<file path="src/rtl/mac_pkg.sv">
// Shared types and Q-format constants for the MAC sequencer family.
package mac_pkg;

    localparam int unsigned IWIDTH_DEF = 8;
    localparam int unsigned OWIDTH_DEF = 16;
    localparam int unsigned ACCW_DEF   = 24;
    localparam int unsigned LENW_DEF   = 8;

    localparam logic [7:0]  Q17_NEG_ONE = 8'h80;
    localparam logic [15:0] Q115_MAX    = 16'h7FFF;
    localparam logic [15:0] Q115_MIN    = 16'h8000;

    typedef enum logic [1:0] {
        IDLE  = 2'd0,
        RUN   = 2'd1,
        FLUSH = 2'd2,
        DONE  = 2'd3
    } mac_state_t;

endpackage

</file>
<file path="src/rtl/mac_saturate.sv">
// Clamps a wide signed accumulator into a signed OWIDTH result with an overflow flag.
module mac_saturate #(
    parameter int unsigned ACCW   = 24,
    parameter int unsigned OWIDTH = 16
) (
    input  logic [ACCW-1:0]   acc,
    output logic [OWIDTH-1:0] sat,
    output logic              ovf
);

    logic [ACCW-OWIDTH:0] hi;
    logic                 fits;

    // The value fits when every bit from the result sign upward agrees.
    always_comb begin
        hi   = acc[ACCW-1:OWIDTH-1];
        fits = (&hi) | ~(|hi);
        ovf  = ~fits;
        if (fits) begin
            sat = acc[OWIDTH-1:0];
        end else if (acc[ACCW-1]) begin
            sat = {1'b1, {(OWIDTH-1){1'b0}}};
        end else begin
            sat = {1'b0, {(OWIDTH-1){1'b1}}};
        end
    end

endmodule

</file>
<file path="src/rtl/mult.sv">
// Signed Q1.7 x Q1.7 multiplier producing a Q1.15 product (wraps on -1 x -1).
module mult #(
    parameter int unsigned IWIDTH = 8,
    parameter int unsigned OWIDTH = 16
) (
    input  logic [IWIDTH-1:0] a,
    input  logic [IWIDTH-1:0] b,
    output logic [OWIDTH-1:0] p
);

    logic signed [2*IWIDTH-1:0] full;

    // Full-precision product is Q2.14; one left shift realigns it to Q1.15.
    always_comb begin
        full = $signed(a) * $signed(b);
        p    = OWIDTH'(full << 1);
    end

endmodule

</file>
<file path="src/rtl/mac_sequencer.sv">
// Dot-product sequencer: streams operand pairs through one multiplier into a
// wide accumulator and returns one saturated Q1.15 result per job.
module mac_sequencer
    import mac_pkg::*;
#(
    parameter int unsigned IWIDTH = IWIDTH_DEF,
    parameter int unsigned OWIDTH = OWIDTH_DEF,
    parameter int unsigned ACCW   = ACCW_DEF,
    parameter int unsigned LENW   = LENW_DEF
) (
    input  logic              clk,
    input  logic              rst,
    input  logic              start,
    input  logic [LENW-1:0]   len,
    output logic              busy,
    input  logic [IWIDTH-1:0] a_data,
    input  logic [IWIDTH-1:0] b_data,
    input  logic              in_valid,
    output logic              in_ready,
    output logic [OWIDTH-1:0] res_data,
    output logic              res_ovf,
    output logic              res_valid,
    input  logic              res_ready
);

    localparam logic [IWIDTH-1:0] NEG_ONE  = {1'b1, {(IWIDTH-1){1'b0}}};
    localparam logic [OWIDTH-1:0] PROD_MAX = {1'b0, {(OWIDTH-1){1'b1}}};

    mac_state_t        state_q, state_d;
    logic [ACCW-1:0]   acc_q, acc_d;
    logic [LENW-1:0]   cnt_q, cnt_d;
    logic [LENW-1:0]   len_q, len_d;
    logic [OWIDTH-1:0] prod_q, prod_d;
    logic              prod_v_q, prod_v_d;
    logic [OWIDTH-1:0] res_data_q, res_data_d;
    logic              res_ovf_q, res_ovf_d;

    logic [OWIDTH-1:0] mult_p;
    logic [OWIDTH-1:0] prod_fix;
    logic [OWIDTH-1:0] sat_data;
    logic              sat_ovf;

    mult #(
        .IWIDTH(IWIDTH),
        .OWIDTH(OWIDTH)
    ) u_mult (
        .a(a_data),
        .b(b_data),
        .p(mult_p)
    );

    mac_saturate #(
        .ACCW(ACCW),
        .OWIDTH(OWIDTH)
    ) u_sat (
        .acc(acc_q),
        .sat(sat_data),
        .ovf(sat_ovf)
    );

    // Replace the wrapped -1 x -1 product with the largest positive value.
    always_comb begin
        if (a_data == NEG_ONE && b_data == NEG_ONE) begin
            prod_fix = PROD_MAX;
        end else begin
            prod_fix = mult_p;
        end
    end

    // Next-state logic: job control, product pipeline and accumulation.
    always_comb begin
        state_d    = state_q;
        cnt_d      = cnt_q;
        len_d      = len_q;
        prod_d     = prod_q;
        prod_v_d   = 1'b0;
        res_data_d = res_data_q;
        res_ovf_d  = res_ovf_q;
        if (prod_v_q) begin
            acc_d = acc_q + {{(ACCW-OWIDTH){prod_q[OWIDTH-1]}}, prod_q};
        end else begin
            acc_d = acc_q;
        end

        case (state_q)
            IDLE: begin
                if (start) begin
                    acc_d = '0;
                    cnt_d = '0;
                    if (len != '0) begin
                        len_d   = len;
                        state_d = RUN;
                    end else begin
                        res_data_d = '0;
                        res_ovf_d  = 1'b0;
                        state_d    = DONE;
                    end
                end
            end
            RUN: begin
                if (in_valid) begin
                    prod_d   = prod_fix;
                    prod_v_d = 1'b1;
                    cnt_d    = cnt_q + LENW'(1);
                    if (cnt_q + LENW'(1) == len_q) begin
                        state_d = FLUSH;
                    end
                end
            end
            // FLUSH spends one cycle folding in the last product and a second
            // cycle registering the clamped result, so the output is a flop.
            FLUSH: begin
                if (!prod_v_q) begin
                    res_data_d = sat_data;
                    res_ovf_d  = sat_ovf;
                    state_d    = DONE;
                end
            end
            DONE: begin
                if (res_ready) begin
                    state_d = IDLE;
                end
            end
            default: begin
                state_d = IDLE;
            end
        endcase
    end

    // State and datapath registers with asynchronous clear.
    always_ff @(posedge clk or posedge rst) begin
        if (rst) begin
            state_q    <= IDLE;
            acc_q      <= '0;
            cnt_q      <= '0;
            len_q      <= '0;
            prod_q     <= '0;
            prod_v_q   <= 1'b0;
            res_data_q <= '0;
            res_ovf_q  <= 1'b0;
        end else begin
            state_q    <= state_d;
            acc_q      <= acc_d;
            cnt_q      <= cnt_d;
            len_q      <= len_d;
            prod_q     <= prod_d;
            prod_v_q   <= prod_v_d;
            res_data_q <= res_data_d;
            res_ovf_q  <= res_ovf_d;
        end
    end

    // Handshake outputs decode directly from the registered state.
    always_comb begin
        busy      = (state_q != IDLE);
        in_ready  = (state_q == RUN);
        res_valid = (state_q == DONE);
        res_data  = res_data_q;
        res_ovf   = res_ovf_q;
    end

endmodule
</file>
<file path="config.mk">
export PLATFORM = sky130hd
export DESIGN_NAME = mac_sequencer
export DESIGN_NICKNAME = d
export VERILOG_FILES = /design/src/rtl/mac_pkg.sv /design/src/rtl/mac_saturate.sv /design/src/rtl/mult.sv /design/src/rtl/mac_sequencer.sv
export SDC_FILE = /design/constraint.sdc
export NUM_CORES = 1
export LEC_CHECK = 0
export BUFFER_PORTS_ARGS = -buffer_cell sky130_fd_sc_hd__buf_2
export CAP_MARGIN = 20
export CORE_UTILIZATION = 55
export DETAILED_ROUTE_END_ITERATION = 8
export GPL_TIMING_DRIVEN = 0
export HOLD_SLACK_MARGIN = 0.08
export PLACE_DENSITY = 0.83
export SYNTH_ARGS = -nofsm -noshare
export SYNTH_HDL_FRONTEND = slang
export SYNTH_SLANG_ARGS = --single-unit
export TNS_END_PERCENT = 100
</file>
<file path="constraint.sdc">
create_clock -name clk -period 6.16 [get_ports clk]
set_clock_uncertainty 0.05 [all_clocks]
set_input_delay 1.232 -clock clk [delete_from_list [all_inputs] [get_ports clk]]
set_output_delay 1.232 -clock clk [all_outputs]
set_load 0.02 [all_outputs]
</file>
==> flow_metrics.tcl <==
set metrics [dict create \
    crit_buf_inv 4 \
    cts_hold_buf 0 \
    r2r_slack_ns 3.33 \
    ir_drop_mv 0.234 \
    end_kind "flip-flop" \
    path_clk_slew_ns 0.06 \
    critPathMaxStageDelay_ns 0.54 \
    cts_max_level 3 \
    slew_headroom_pct 52.6 \
    rr_worst_depth 8 \
    synth_cell_type_count 57 \
    timing.rr.start "prod_q[15]" \
    startpoint_type "primary input" \
    postCtsResizedCells 0 \
    min_period_ns 5.24 \
    p_per_area_mw_per_mm2 472 \
    clockBufferDepth 2 \
    vias 5198 \
    io_pins 49 \
    slowest_stage "fa_1" \
    crit_fanout 10 \
    first_pass_iters 7 \
    syn_inst 737 \
    crit_arrival_ns 5.41 \
    synth_flop_cell "dfrtp_1" \
    rows 40 \
    synth.avg_cell_area_um2 9.19 \
    ys_ff_latch 76 \
    rsz0062_at_grt "no" \
    synth-seq-area-share_pct 28.1 \
    hold-path-cell-count 2 \
    finalCritPeriodShare_pct 85.1 \
    timing.rr.end "acc_q[23]" \
    grt_pass1_vias 5134 \
    fmax_mhz 191 \
    postRouteAntennaNets 0 \
    num_antenna_cells 0 \
    area_growth_pct 10.6 \
    min_from "res_data[1]" \
    grt_pass1_wl_mm 23.3 \
    critPathKind "in -> reg" \
    path_delay_family "adder cells" \
    via_per_inst 5.49 \
    worstPathCellList "clkbuf_1 > nand2_1 > fa_1 > fa_1 > inv_1 > fa_1 > inv_1 > fa_1 > inv_1 > ha_1 > o21ai_0 > a21boi_0 > o21ai_0 > a21oi_1 > o21ai_0 > nand3_1 > a32o_1" \
    core_mm2 0.0120 \
    hold_violations 0 \
    dp.final_hpwl_mm 10.5 \
    synth_nets 875 \
    cts_tree "done" \
    clkLatencyLatePin_ns 0.34 \
    chipHeight_um 113 \
    grt_start_max_net_pins 60 \
    max_slew.worst_pin.slew_ns 0.709 \
    wire_per_inst_um 14.1 \
    die_x_um 113 \
    post-cts-setup-buffers 0 \
    start_util_pct 56.4 \
    highest-signal-layer "met4" \
    synth_warnings 0 \
    route.detailed.drc 0 \
    drt_iter0_markers 339 \
    cts-root-buf "clkbuf_16" \
    p_leak_uw 0.00365 \
    outcome "completed" \
    setup_viol_count_final 0 \
    gp_congestion 0.871 \
    wl_met1_mm 6.50 \
    fin_nets 933 \
    async_flop_share_pct 100 \
    drive_above_1_share_pct 8.88 \
    grt_usage_pct 22.7 \
    synth-edff-count 0 \
    wl_met3_um 404 \
    wirelength_mm 13.3 \
    cts_sinks 76 \
    cts_buffers 9 \
    io_buffer_count 46 \
    hold-path-endpoint "res_data[1]" \
    maxCapViolCount 0 \
    finalSetupTns_ns 0 \
    syn_area_mm2 0.00677 \
    wl_met2_mm 6.23 \
    die_area_mm2 0.0128 \
    nFillCells 1023 \
    required_ns 6.33 \
    hold_path_class "reg -> reg" \
    cp_common_cell "fa_1" \
    grt_overflow_total 0 \
    fin_util_pct 62.3 \
    antenna_found_initial 0 \
    slew_viol_final 0 \
]
## cell usage in the layout (no fill, tap or decap), drive strengths merged, types with 3 or more instances in the layout
cell type / instances
fa: 53
o21a: 7
nand3b: 4
clkinv: 4
nor3: 10
o21ai: 43
a22o: 4
nand2: 57
nor2: 62
a211oi: 7
nand2b: 5
nand4: 4
and2: 47
nand3: 15
o211ai: 3
a31oi: 4
nor3b: 5
a21o: 10
a21oi: 32
o22a: 4
inv: 94
xor2: 13
o21bai: 3
nor2b: 10
dfrtp: 76
ha: 56
buf: 48
clkbuf: 25
xnor2: 29
clkinvlp: 3
mux2i: 17
and3: 5
nor4: 4
mux2: 6
o31ai: 3
## worst max path at each step
stage	startpoint	endpoint	slack, ns	cells past startpoint
4_1_cts	b_data[6]	prod_q[15]	0.88	17
5_1_grt	b_data[6]	prod_q[15]	0.58	17
3_5_place_dp	b_data[6]	prod_q[15]	0.53	17
3_3_place_gp	b_data[6]	prod_q[15]	0.63	17
2_1_floorplan	b_data[6]	prod_q[15]	0.93	17
6_report	b_data[6]	prod_q[15]	0.92	17
## flip-flops by register name, indices dropped and copies added (netlist names)
name / cells
len_q: 8
res_data: 16
state_q: 2
prod_v_q: 1
prod_q: 16
acc_q: 24
res_ovf: 1
cnt_q: 8
## power by group
group | switching, uW | internal, uW
clock network | 208 | 272
logic | 1240 | 955
registers | 160 | 697
## routing by layer
metal / GRT usage [%] / vias up
met1: 29.7 / 2482
met2: 39.5 / 103
met5: 0 / -
met3: 3.21 / 16
li1: - / 2597
met4: 6.67 / 0
## kinds of logic after synthesis
family	count (synthesis)	share of synthesized area (%)
AOI/OAI and AO/OA	141	13.6
xor gates and xnor gates	42	5.43
adders and majority gates	109	26.0
buffers and inverters	111	6.15
DFF	76	28.1
muxes	23	3.51
and+or+nand+nor	235	17.2
## worst reg2reg max path: stages (launching register included)
cell      delay [ns]
dfrtp_1         0.61
ha_1            0.38
a21o_1          0.19
a221o_1         0.38
a221oi_2        0.28
a21oi_1         0.14
or3_1           0.41
a31o_1          0.23
a21oi_2         0.10
## layout make-up
cell class	instances	area [um^2]	share of cell area (%)
Clock buffer	10	229	3.06
Multi-Input combinational cell	550	4450	59.5
Clock inverter	6	41.3	0.552
Inverter	95	359	4.80
Timing Repair Buffer	47	258	3.44
Buffer	16	60.1	0.802
Tap cell	147	184	2.46
Sequential cell	76	1900	25.4
## through the flow
stage | total power [uW] | instances | cell area [um^2] | hold WS, ns | worst slack, ns
finish | 3530 | 947 | 7490 | 0.425 | 0.917
global route | 3890 | 947 | 7490 | 0.456 | 0.577
CTS | 3540 | 947 | 7490 | 0.428 | 0.882
detailed placement | 3040 | 931 | 7220 | 0.415 | 0.532
global placement | 2970 | 930 | 7190 | 0.408 | 0.630
floorplan | 2590 | 737 | 6770 | 0.419 | 0.933
## Yosys cell counts, types with 13 or more instances
library cell / count / area (um^2)
a21oi_1: 31 / 155
and2_1: 47 / 294
clkbuf_1: 15 / 56.3
dfrtp_1: 76 / 1900
fa_1: 53 / 1060
ha_1: 56 / 701
inv_1: 94 / 353
mux2i_1: 17 / 170
nand2_1: 57 / 214
nand3_1: 15 / 75.1
nor2_1: 62 / 233
o21ai_0: 42 / 210
xnor2_1: 29 / 254
xor2_1: 13 / 114
Note: power is estimated with default switching activity, not from simulation.
